**src/rtl/hitegg_pkg.sv**
```systemverilog
// hitegg_pkg: constants and helpers shared by the whack-a-mole blocks.
// NUM_KEYS is the hole count; the game core, the random position generator
// and the key conditioner all size their key vectors from it.
package hitegg_pkg;

   localparam int NUM_KEYS = 17;
   localparam int KEY_W    = NUM_KEYS;

   typedef logic [KEY_W-1:0] key_vec_t;

   localparam key_vec_t KEY_ONE = key_vec_t'(1);

   // Isolates the lowest set bit (two's-complement trick): v & -v.
   function automatic key_vec_t lowest_set(input key_vec_t v);
      return v & (~v + KEY_ONE);
   endfunction

   // True when v has two or more bits set: clearing the lowest one leaves
   // something behind.
   function automatic logic more_than_one(input key_vec_t v);
      return (v & (v - KEY_ONE)) != '0;
   endfunction

endpackage

```
**src/rtl/key_debounce_bit.sv**
```systemverilog
// key_debounce_bit: conditions one raw button.
//   - 2-flop synchroniser for the asynchronous raw input
//   - stable counter sampled on the shared debounce tick
//   - debounced level register, flipped after DB_SAMPLES consecutive
//     ticks on which the synchronised input differs from the level
// Ports:
//   clk      system clock
//   rst      asynchronous active-high reset
//   tick     one-cycle debounce sample strobe from the shared divider
//   key_raw  raw button, asynchronous to clk
//   level    debounced button level
module key_debounce_bit #(
   parameter int DB_SAMPLES = 10
) (
   input  logic clk,
   input  logic rst,
   input  logic tick,
   input  logic key_raw,
   output logic level
);

   localparam int CNT_W = $clog2(DB_SAMPLES + 1);

   logic [1:0]       sync_q, sync_d;
   logic [CNT_W-1:0] cnt_q, cnt_d;
   logic             level_q, level_d;
   logic             s;

   assign s = sync_q[1];

   always_comb begin
      // NOTE: every signal gets a default before any branch so that no path
      // leaves it unassigned, which would otherwise infer a latch.
      sync_d  = {sync_q[0], key_raw};
      cnt_d   = cnt_q;
      level_d = level_q;
      if (tick) begin
         if (s == level_q) begin
            cnt_d = '0;
         end else if (cnt_q == CNT_W'(DB_SAMPLES - 1)) begin
            // This tick is the DB_SAMPLES-th differing sample.
            level_d = ~level_q;
            cnt_d   = '0;
         end else begin
            cnt_d = cnt_q + CNT_W'(1);
         end
      end
   end

   always_ff @(posedge clk or posedge rst) begin
      // NOTE: state is updated with non-blocking assignments so every flop
      // samples the pre-edge values regardless of statement order.
      if (rst) begin
         sync_q  <= '0;
         cnt_q   <= '0;
         level_q <= 1'b0;
      end else begin
         sync_q  <= sync_d;
         cnt_q   <= cnt_d;
         level_q <= level_d;
      end
   end

   assign level = level_q;

endmodule

```
**src/rtl/key_conditioner.sv**
```systemverilog
// key_conditioner: turns the raw hole buttons into clean one-hot hit pulses.
// Owns the debounce tick divider, rising-edge detection, same-cycle
// arbitration (lowest index wins, others dropped) and optional lockout.
// Build option: define KEY_LOCKOUT_EN to suppress presses on any key while
// another key's debounced level is high.
// Ports:
//   clk        system clock
//   rst        asynchronous active-high reset
//   key_raw    raw buttons, active-high, asynchronous
//   key        one-cycle hit pulses, one-hot or zero
//   key_level  debounced button levels
//   multi_hit  one-cycle flag: more than one key rose in the same cycle
module key_conditioner
   import hitegg_pkg::*;
#(
   parameter int TICK_DIV   = 50000,
   parameter int DB_SAMPLES = 10
) (
   input  logic             clk,
   input  logic             rst,
   input  logic [KEY_W-1:0] key_raw,
   output logic [KEY_W-1:0] key,
   output logic [KEY_W-1:0] key_level,
   output logic             multi_hit
);

   localparam int DIV_W = $clog2(TICK_DIV);

   logic [DIV_W-1:0] div_q, div_d;
   logic             tick;
   key_vec_t         level;
   key_vec_t         level_prev_q, level_prev_d;
   key_vec_t         key_q, key_d;
   logic             multi_q, multi_d;
   key_vec_t         rise;
   key_vec_t         cand;

   assign tick = (div_q == DIV_W'(TICK_DIV - 1));

   for (genvar i = 0; i < NUM_KEYS; i++) begin : g_key
      key_debounce_bit #(
         .DB_SAMPLES (DB_SAMPLES)
      ) u_db (
         .clk     (clk),
         .rst     (rst),
         .tick    (tick),
         .key_raw (key_raw[i]),
         .level   (level[i])
      );
   end

   always_comb begin
      div_d        = tick ? '0 : div_q + DIV_W'(1);
      level_prev_d = level;
      rise         = level & ~level_prev_q;
`ifdef KEY_LOCKOUT_EN
      // A rising key has a low previous level, so any high previous level
      // belongs to another key that is already held.
      cand         = (|level_prev_q) ? '0 : rise;
`else
      cand         = rise;
`endif
      key_d        = lowest_set(cand);
      multi_d      = more_than_one(cand);
   end

   always_ff @(posedge clk or posedge rst) begin
      if (rst) begin
         div_q        <= '0;
         level_prev_q <= '0;
         key_q        <= '0;
         multi_q      <= 1'b0;
      end else begin
         div_q        <= div_d;
         level_prev_q <= level_prev_d;
         key_q        <= key_d;
         multi_q      <= multi_d;
      end
   end

   assign key       = key_q;
   assign key_level = level;
   assign multi_hit = multi_q;

endmodule
```
**config.mk**
```make
export PLATFORM = sky130hd
export DESIGN_NAME = key_conditioner
export DESIGN_NICKNAME = d
export VERILOG_FILES = /design/src/rtl/hitegg_pkg.sv /design/src/rtl/key_debounce_bit.sv /design/src/rtl/key_conditioner.sv
export SDC_FILE = /design/constraint.sdc
export NUM_CORES = 1
export LEC_CHECK = 0
export ABC_AREA = 1
export CORE_MARGIN = 2
export CORE_UTILIZATION = 40
export DETAILED_ROUTE_END_ITERATION = 8
export SLEW_MARGIN = 20
export SYNTH_ARGS = -nofsm -noshare
export SYNTH_HDL_FRONTEND = slang
export SYNTH_SLANG_ARGS = --single-unit
```
**constraint.sdc**
```tcl
create_clock -name clk -period 6.2 [get_ports clk]
set_input_delay 1.24 -clock clk [delete_from_list [all_inputs] [get_ports clk]]
set_output_delay 1.24 -clock clk [all_outputs]
set_load 0.01 [all_outputs]
```
# ---- Word level (Yosys, flattened, before mapping)
# Cells that the tools add are included.
dict set report totals {
  register_bits 170
  inputBits 19
  out_inout_bits 35
  word_cells 202
}
dict set report classes {
  addsub 20
  eq_ne 35
  n_mux 35
  n_bitwise 39
  n_reduce_logical 18
}
# operator n
set op_table {}
lappend op_table {{$mux 4} 34}
lappend op_table {{$add 4x1->4 const B} 17}
lappend op_table {{$eq 4x4->1 const B} 17}
lappend op_table {{$and 17x17->17} 3}
lappend op_table {{$reduce_and 3->1} 17}
lappend op_table {{$not 1->1} 34}
lappend op_table {{$not 17->17} 2}
lappend op_table {{$add 17x1->17 const B} 1}
lappend op_table {{$eq 1x1->1} 17}
lappend op_table {{$reduce_bool 17->1} 1}
lappend op_table {{$sub 17x1->17 const B} 1}
lappend op_table {{$add 16x1->16 const B} 1}
lappend op_table {{$eq 16x16->1 const B} 1}
lappend op_table {{$mux 16} 1}

# ---- Logic depth before layout (Yosys ltp)
dict set report depth {
  depth_word 5
  mapped_depth 11
  mapped_depth_nobuf 11
}

# ---- Hierarchy
# A second synthesis with hierarchy kept.
dict set report unflattened {
  hier_cells 1032
  area_unflattened_um2 8216.6
}
# mod instances cells_per_inst area_per_inst_um2 seq_area_each_um2
set by_module_without_submodules {}
lappend by_module_without_submodules {{key_debounce_bit (g_key[0].u_db ...)} 16 45 342.8 175.2}
lappend by_module_without_submodules {key_conditioner 1 269 2387.3 1276.2}
lappend by_module_without_submodules {{key_debounce_bit (g_key[9].u_db)} 1 43 344.1 175.2}

# ---- Worst setup path before layout
# Ideal clock, no wire load.
dict set report synth_path {
  path_kind {register -> output}
  from {register g_key[10].u_db.level_q}
  to {output port key_level[10]}
  arrival_ps 553
  t_required_ps 4960
  setup_slack_ps 4407
  path_stages_with_launch 2
  path_buffers 1
  cell_sequence {dfrtp_1 -> buf_4}
}
# element line
set synth_rtl {}
lappend synth_rtl {{from (decl)} key_debounce_bit.sv:26} ;# logic level_q, level_d;
lappend synth_rtl {{from (signal assigned)} key_debounce_bit.sv:60} ;# level_q <= level_d;
lappend synth_rtl {{to (decl)} key_conditioner.sv:23} ;# output logic [KEY_W-1:0] key_level,
# No word-level cell between the ends.

# ---- Worst setup path after layout
dict set report layout_path {
  from {register div_q[0]}
  to {register g_key[16].u_db.cnt_q[2]}
}
dict set report layout_between {
  elab_chain_cells 1
}
# element line
set layout_rtl {}
lappend layout_rtl {{from (decl)} key_conditioner.sv:29} ;# logic [DIV_W-1:0] div_q, div_d;
lappend layout_rtl {{from (signal assigned)} key_conditioner.sv:74} ;# div_q <= div_d;
lappend layout_rtl {{$eq 16x16->1} key_conditioner.sv:38} ;# assign tick = (div_q == DIV_W'(TICK_DIV - 1));
lappend layout_rtl {{to (signal assigned)} key_debounce_bit.sv:59} ;# cnt_q <= cnt_d;
lappend layout_rtl {{to (decl)} key_debounce_bit.sv:25} ;# logic [CNT_W-1:0] cnt_q, cnt_d;
# No other way between the ends.
# A chain may end at the register's enable or synchronous reset.

==> flow_metrics.env <==
export IMPL_status="finished clean"
export IMPL_slew_violations=0
export IMPL_critPathBufInv=2
export IMPL_core_um2=18800
export IMPL_setup_viol=0
export IMPL_cts_root_buffer="clkbuf_16"
export IMPL_post_place_ws_ns=3.19
export IMPL_avgSynthCellArea_um2=9.28
export IMPL_path_max_fanout=33
export IMPL_critPathTopFamily="simple AND/OR/NAND/NOR gates"
export IMPL_cp_startpoint="div_q[0]"
export IMPL_switching_share_pct=20.6
export IMPL_vias=5296
export IMPL_die_x_um=143
export IMPL_drive_above_1_share_pct=5.27
export IMPL_start_util_pct=41.0
export IMPL_critPathMaxStageDelay_ns=0.66
export IMPL_finClkSkew_ns=0.0149
export IMPL_path_depth=9
export IMPL_route_detailed_drc=0
export IMPL_die_area_um2=20400
export IMPL_syn_inst=832
export IMPL_drtPass1Iterations=4
export IMPL_synth_fp_nets=886
export IMPL_clkSinkCount=170
export IMPL_r2r_end="g_key[16].u_db.cnt_q[2]"
export IMPL_dp_hpwl_um=9850
export IMPL_postRouteAntennaNets=0
export IMPL_holdBufCountCts=0
export IMPL_setup_tns_final_ns=0
export IMPL_area_growth_pct=16.7
export IMPL_cts_setup_buffers=0
export IMPL_crit_slowest_cell="inv_2"
export IMPL_p_clk_share_pct=48.0
export IMPL_timing_hold_violations_final=0
export IMPL_final_cell_mix="185 x nand2_1, 170 x dfrtp_1, 104 x inv_1"
export IMPL_crit_required_ns=6.54
export IMPL_period_share_pct=47.0
export IMPL_gp_congestion=0.834
export IMPL_port_buffers=53
export IMPL_num_rows=50
export IMPL_grt_total_usage_pct=15.6
export IMPL_cpMostUsedCell="nand2_1"
export IMPL_rr_worst_depth=9
export IMPL_p_int_mw=1.78
export IMPL_htree_levels=4
export IMPL_cap_viol_max_count=0
export IMPL_wl_per_cell_um=12.4
export IMPL_cts_resized=0
export IMPL_max_freq_ghz=0.343
export IMPL_grt_setup_unrepaired="false"
export IMPL_pwr_share_seq_pct=50.2
export IMPL_share_comb_of_total_power_pct=1.7
export IMPL_grt_overflow=0
export IMPL_ys_seq_area_share_pct=55.1
export IMPL_ir_drop_uv=201
export IMPL_crit_chain="ha_1, nand2_1, inv_1, nand2_1, nor3_4, nand2_2, inv_2, nand3_1, o21ai_0"
export IMPL_ctsLongestPathBuffers=2
export IMPL_rrSetupSlack_ns=3.29
export IMPL_drt_iter0_drc=303
export IMPL_hold_path_class="reg2reg"
export IMPL_layout_min_cycle_time_ns=2.91
export IMPL_endpoint="g_key[16].u_db.cnt_q[2]"
export IMPL_p_leak_nw=4.46
export IMPL_path_clk_slew_ns=0.07
export IMPL_antenna_found_initial=0
export IMPL_p_sw_uw=461
export IMPL_rr_startpoint="div_q[0]"
export IMPL_io_pin_count=54
export IMPL_arrival_ns=3.25
export IMPL_grt_pass1_vias=5216
export IMPL_ys_ff_latch=170
export IMPL_yosysUniqueCellTypes=31
export IMPL_numCtsBuffers=17
export IMPL_crit_path_start_kind="flip-flop"
export IMPL_cp_end_kind="flip-flop"
export IMPL_grt_max_degree=77
export IMPL_yosysWarnings=0
export IMPL_die_y_um=143
export IMPL_p_per_area_nw_per_um2=249
export IMPL_synth_area_um2=7720
export IMPL_routed_wl_um=14300
export IMPL_path_class="reg2reg"
export IMPL_slew_headroom_pct=53.8
export IMPL_insertion_delay_ns=0.43
export IMPL_final_nets=932
export IMPL_grt_pass1_wl_um=24900
export IMPL_setup_slack_ns=3.29
export IMPL_n_antenna_cell=0
export IMPL_final_common_cell="nand2_1"
export IMPL_cts_tree="built"
export IMPL_viasPerCell=4.60
export IMPL_worstMarginPinSlew_ns=0.693
power groups by stage:
stage               clock network (mW)  logic [mW]  registers (mW)
floorplan                            0      0.0209            1.15
global placement                     0      0.0411            1.15
detailed placement                   0      0.0411            1.15
CTS                               1.10      0.0413            1.13
global route                      1.15      0.0453            1.13
finish                            1.08      0.0387            1.13
stage by stage:
step	utilization (%)	instance area [um2]	power, mW	hold slack, ns	std cells
floorplan	-	7720	1.17	0.331	832
finish	47.8	9010	2.24	0.345	1151
CTS	47.8	9010	2.27	0.348	1151
global placement	44.6	8400	1.19	0.331	1119
global route	47.8	9010	2.32	0.346	1151
detailed placement	44.6	8400	1.19	0.335	1119
registers in the layout (all words and copies together) (netlist names):
signal / flops
g_key.u_db.cnt_q: 68
level_prev_q: 17
div_q: 16
g_key.u_db.level: 17
multi_hit: 1
key: 17
g_key.u_db.sync_q: 34
routing by layer:
metal  routed length [um]  global-route usage, %  share of wire, %  vias up
met1                 6970                   21.2                49     2491
met5                    0                      0                 0        -
li1                     -                      -                 -     2717
met2                 6510                   24.3                46       78
met4                  190                   5.37               1.3        0
met3                  596                   4.12               4.2       10
cell usage after synthesis:
cell / number / share of area, %
nand2_1: 185 / 9.0
dfrtp_1: 170 / 55
inv_1: 105 / 5.1
nor2_1: 76 / 3.7
o21ai_0: 66 / 4.3
nand3_1: 42 / 2.7
xor2_1: 37 / 4.2
ha_1: 35 / 5.7
nor3_1: 20 / 1.3
buf_4: 18 / 1.7
xnor2_1: 14 / 1.6
o22ai_1: 12 / 0.97
nand4_1: 10 / 0.81
a21oi_1: 7 / 0.45
buf_2: 7 / 0.45
o31ai_1: 5 / 0.49
buf_6: 3 / 0.44
or2_2: 3 / 0.24
a31oi_1: 2 / 0.16
inv_2: 2 / 0.097
nor3_4: 2 / 0.42
nor4_1: 2 / 0.16
clkbuf_1: 1 / 0.049
nand2_2: 1 / 0.081
nand3_2: 1 / 0.13
nor3_2: 1 / 0.13
o211ai_1: 1 / 0.097
o21bai_1: 1 / 0.097
o31ai_2: 1 / 0.16
or2_0: 1 / 0.081
or2_4: 1 / 0.11
cell type report:
cell class / count / area (um2)
Multi-Input combinational cell: 526 / 2860
Clock inverter: 9 / 113
Inverter: 107 / 407
Timing Repair Buffer: 56 / 553
Fill cell: 1769 / 9820
Tap cell: 260 / 325
Sequential cell: 170 / 4250
Clock buffer: 23 / 498
cell families (layout without fill, tap and decap cells):
family                     after synthesis  in the layout  share of synthesized area, %
buffers and inverters                  136            195                          7.89
adders and majority gates               35             35                          5.67
and+or+nand+nor                        345            345                          18.9
DFF                                    170            170                          55.1
xor gates and xnor gates                51             51                          5.78
AOI/OAI and AO/OA                       95             95                          6.71
worst min-delay path by stage:
| stage | startpoint | to | slack, ns | cells past startpoint |
|---|---|---|---|---|
| finish | g_key[13].u_db.sync_q[0] | g_key[13].u_db.sync_q[1] | 0.34 | 0 |
| global route | g_key[13].u_db.sync_q[0] | g_key[13].u_db.sync_q[1] | 0.35 | 0 |
| CTS | g_key[13].u_db.sync_q[0] | g_key[13].u_db.sync_q[1] | 0.35 | 0 |
| detailed placement | g_key[12].u_db.sync_q[0] | g_key[12].u_db.sync_q[1] | 0.33 | 0 |
| global placement | g_key[0].u_db.sync_q[0] | g_key[0].u_db.sync_q[1] | 0.33 | 0 |
| floorplan | g_key[0].u_db.sync_q[0] | g_key[0].u_db.sync_q[1] | 0.33 | 0 |
Note: power is estimated with default switching activity, not from simulation.
==> edit: new RTL, same flow settings <==
Change the package constant `NUM_KEYS` from 17 to 34.
--- a/src/rtl/hitegg_pkg.sv
+++ b/src/rtl/hitegg_pkg.sv
@@ -5,3 +5,3 @@
 
-   localparam int NUM_KEYS = 17;
+   localparam int NUM_KEYS = 34;
    localparam int KEY_W    = NUM_KEYS;
Interface: changed (resized key, key_level and key_raw); port bits go from 54 to 105. No check against the original RTL was run, so the function may have changed too.
==> edit against the original RTL <==
  * Sequential cell count rose by 153
  * Count of clock-buffer cells in the layout rose by 32
  * Clock skew rose by 0.011 ns
  * Worst setup slack improved by 0.044 ns
  * Die area rose by 83%
  * Total power rose by 98%
  * Area after synthesis rose by 86%
  * Highest routed layer is now met5
  * Synthesized cell count rose by 75%
  * Final area rose by 88%
  * Hold slack got worse by 0.0025 ns
  * Wire length rose by 100%
==> edit: results (changes against the original RTL) <==
{| class="wikitable"
! Metric !! Value
|-
| Worst-path maximum fanout || 5 (was 33)
|-
| Tightest Pin Transition || 0.9141 ns (was 0.6935 ns)
|-
| Iteration-0 DRC Markers || 543 (was 303)
|-
| Mux cell area share after synthesis || 2.422% (was 0%)
|-
| Cells taking the most area after synthesis || sky130_fd_sc_hd__dfrtp_1 56%, sky130_fd_sc_hd__nand2_1 6.4%, sky130_fd_sc_hd__ha_1 6.0%, sky130_fd_sc_hd__inv_1 4.4%, sky130_fd_sc_hd__nand3_1 4.3% (was sky130_fd_sc_hd__dfrtp_1 55%, sky130_fd_sc_hd__nand2_1 9.0%, sky130_fd_sc_hd__ha_1 5.7%, sky130_fd_sc_hd__inv_1 5.1%, sky130_fd_sc_hd__o21ai_0 4.3%)
|-
| Result of the run || completed (unchanged)
|-
| Start point of the worst min-delay path || g_key[28].u_db.sync_q[0] (was g_key[13].u_db.sync_q[0])
|-
| Number of H-tree branching levels || 2 (was 4)
|-
| Hold Crit Endpoint || g_key[28].u_db.sync_q[1] (was g_key[13].u_db.sync_q[1])
|-
| Top layer used by detailed routing || met5 (was met4)
|-
| Cell type of the slowest stage on the worst timing path || sky130_fd_sc_hd__clkdlybuf4s50_1 (was sky130_fd_sc_hd__inv_2)
|-
| Worst-case setup slack after placement || 3.418 ns (was 3.190 ns)
|-
| Worst setup path startpoint || g_key[4].u_db.level (was div_q[0])
|-
| Wire per inst || 14.29 um (was 12.40 um)
|-
| Total instance count after detailed placement || 1,967 (was 1,119)
|-
| Fraction of area in multi-input gates || 30.91% (was 31.75%)
|-
| Share of the core filled with cells in the final layout || 47.78% (was 47.85%)
|-
| HPWL Detailed || 19,920 um (was 9851 um)
|-
| Fraction of area in registers || 47.68% (was 47.22%)
|-
| Fraction of synthesized cell area in xor and xnor cells || 5.732% (was 5.783%)
|-
| Plain + repair buffers || 111 (was 56)
|-
| First-pass GRT wire length || 48,650 um (was 24,870 um)
|-
| All-Layer GR Usage || 15.77% (was 15.61%)
|-
| Number of signal-net inverters in the final layout || 175 (was 107)
|-
| Avg Vias per Cell || 4.793 (was 4.601)
|-
| Post-layout nets || 1,651 (was 932)
|-
| Endpoint of the worst register-to-register path || g_key[15].u_db.cnt_q[3] (was g_key[16].u_db.cnt_q[2])
|-
| Layout cell share with drive strength beyond 1 || 7.883% (was 5.275%)
|-
| Syn_nets || 1,558 (was 886)
|-
| Maximum buffer depth of the clock tree || 3 (was 2)
|-
| Insertion delay of the later-clocked pin in the worst-skew pair || 0.54 ns (was 0.43 ns)
|-
| Count of multi-input gates || 898 (was 526)
|}
## edit: cell count changes in the layout (fill, tap and decap cells not counted), moves of 34 or more
cell / delta
sky130_fd_sc_hd__dfrtp_1: +153
sky130_fd_sc_hd__inv_1: +63
sky130_fd_sc_hd__nand3_1: +80
sky130_fd_sc_hd__clkdlybuf4s50_1: +51
sky130_fd_sc_hd__ha_1: +34
sky130_fd_sc_hd__o21ai_0: -49
sky130_fd_sc_hd__o21ai_1: +68
sky130_fd_sc_hd__o22ai_1: +54
sky130_fd_sc_hd__nor2_1: +60
sky130_fd_sc_hd__nand2_1: +59
## edit: power by group through the flow
stage               Combinational, W  Sequential [W]  Clock, W
global route               0.0000871         0.00214   0.00237
global placement           0.0000773         0.00218         0
floorplan                  0.0000384         0.00218         0
CTS                        0.0000775         0.00214   0.00228
finish                     0.0000748         0.00214   0.00221
detailed placement         0.0000771         0.00218         0
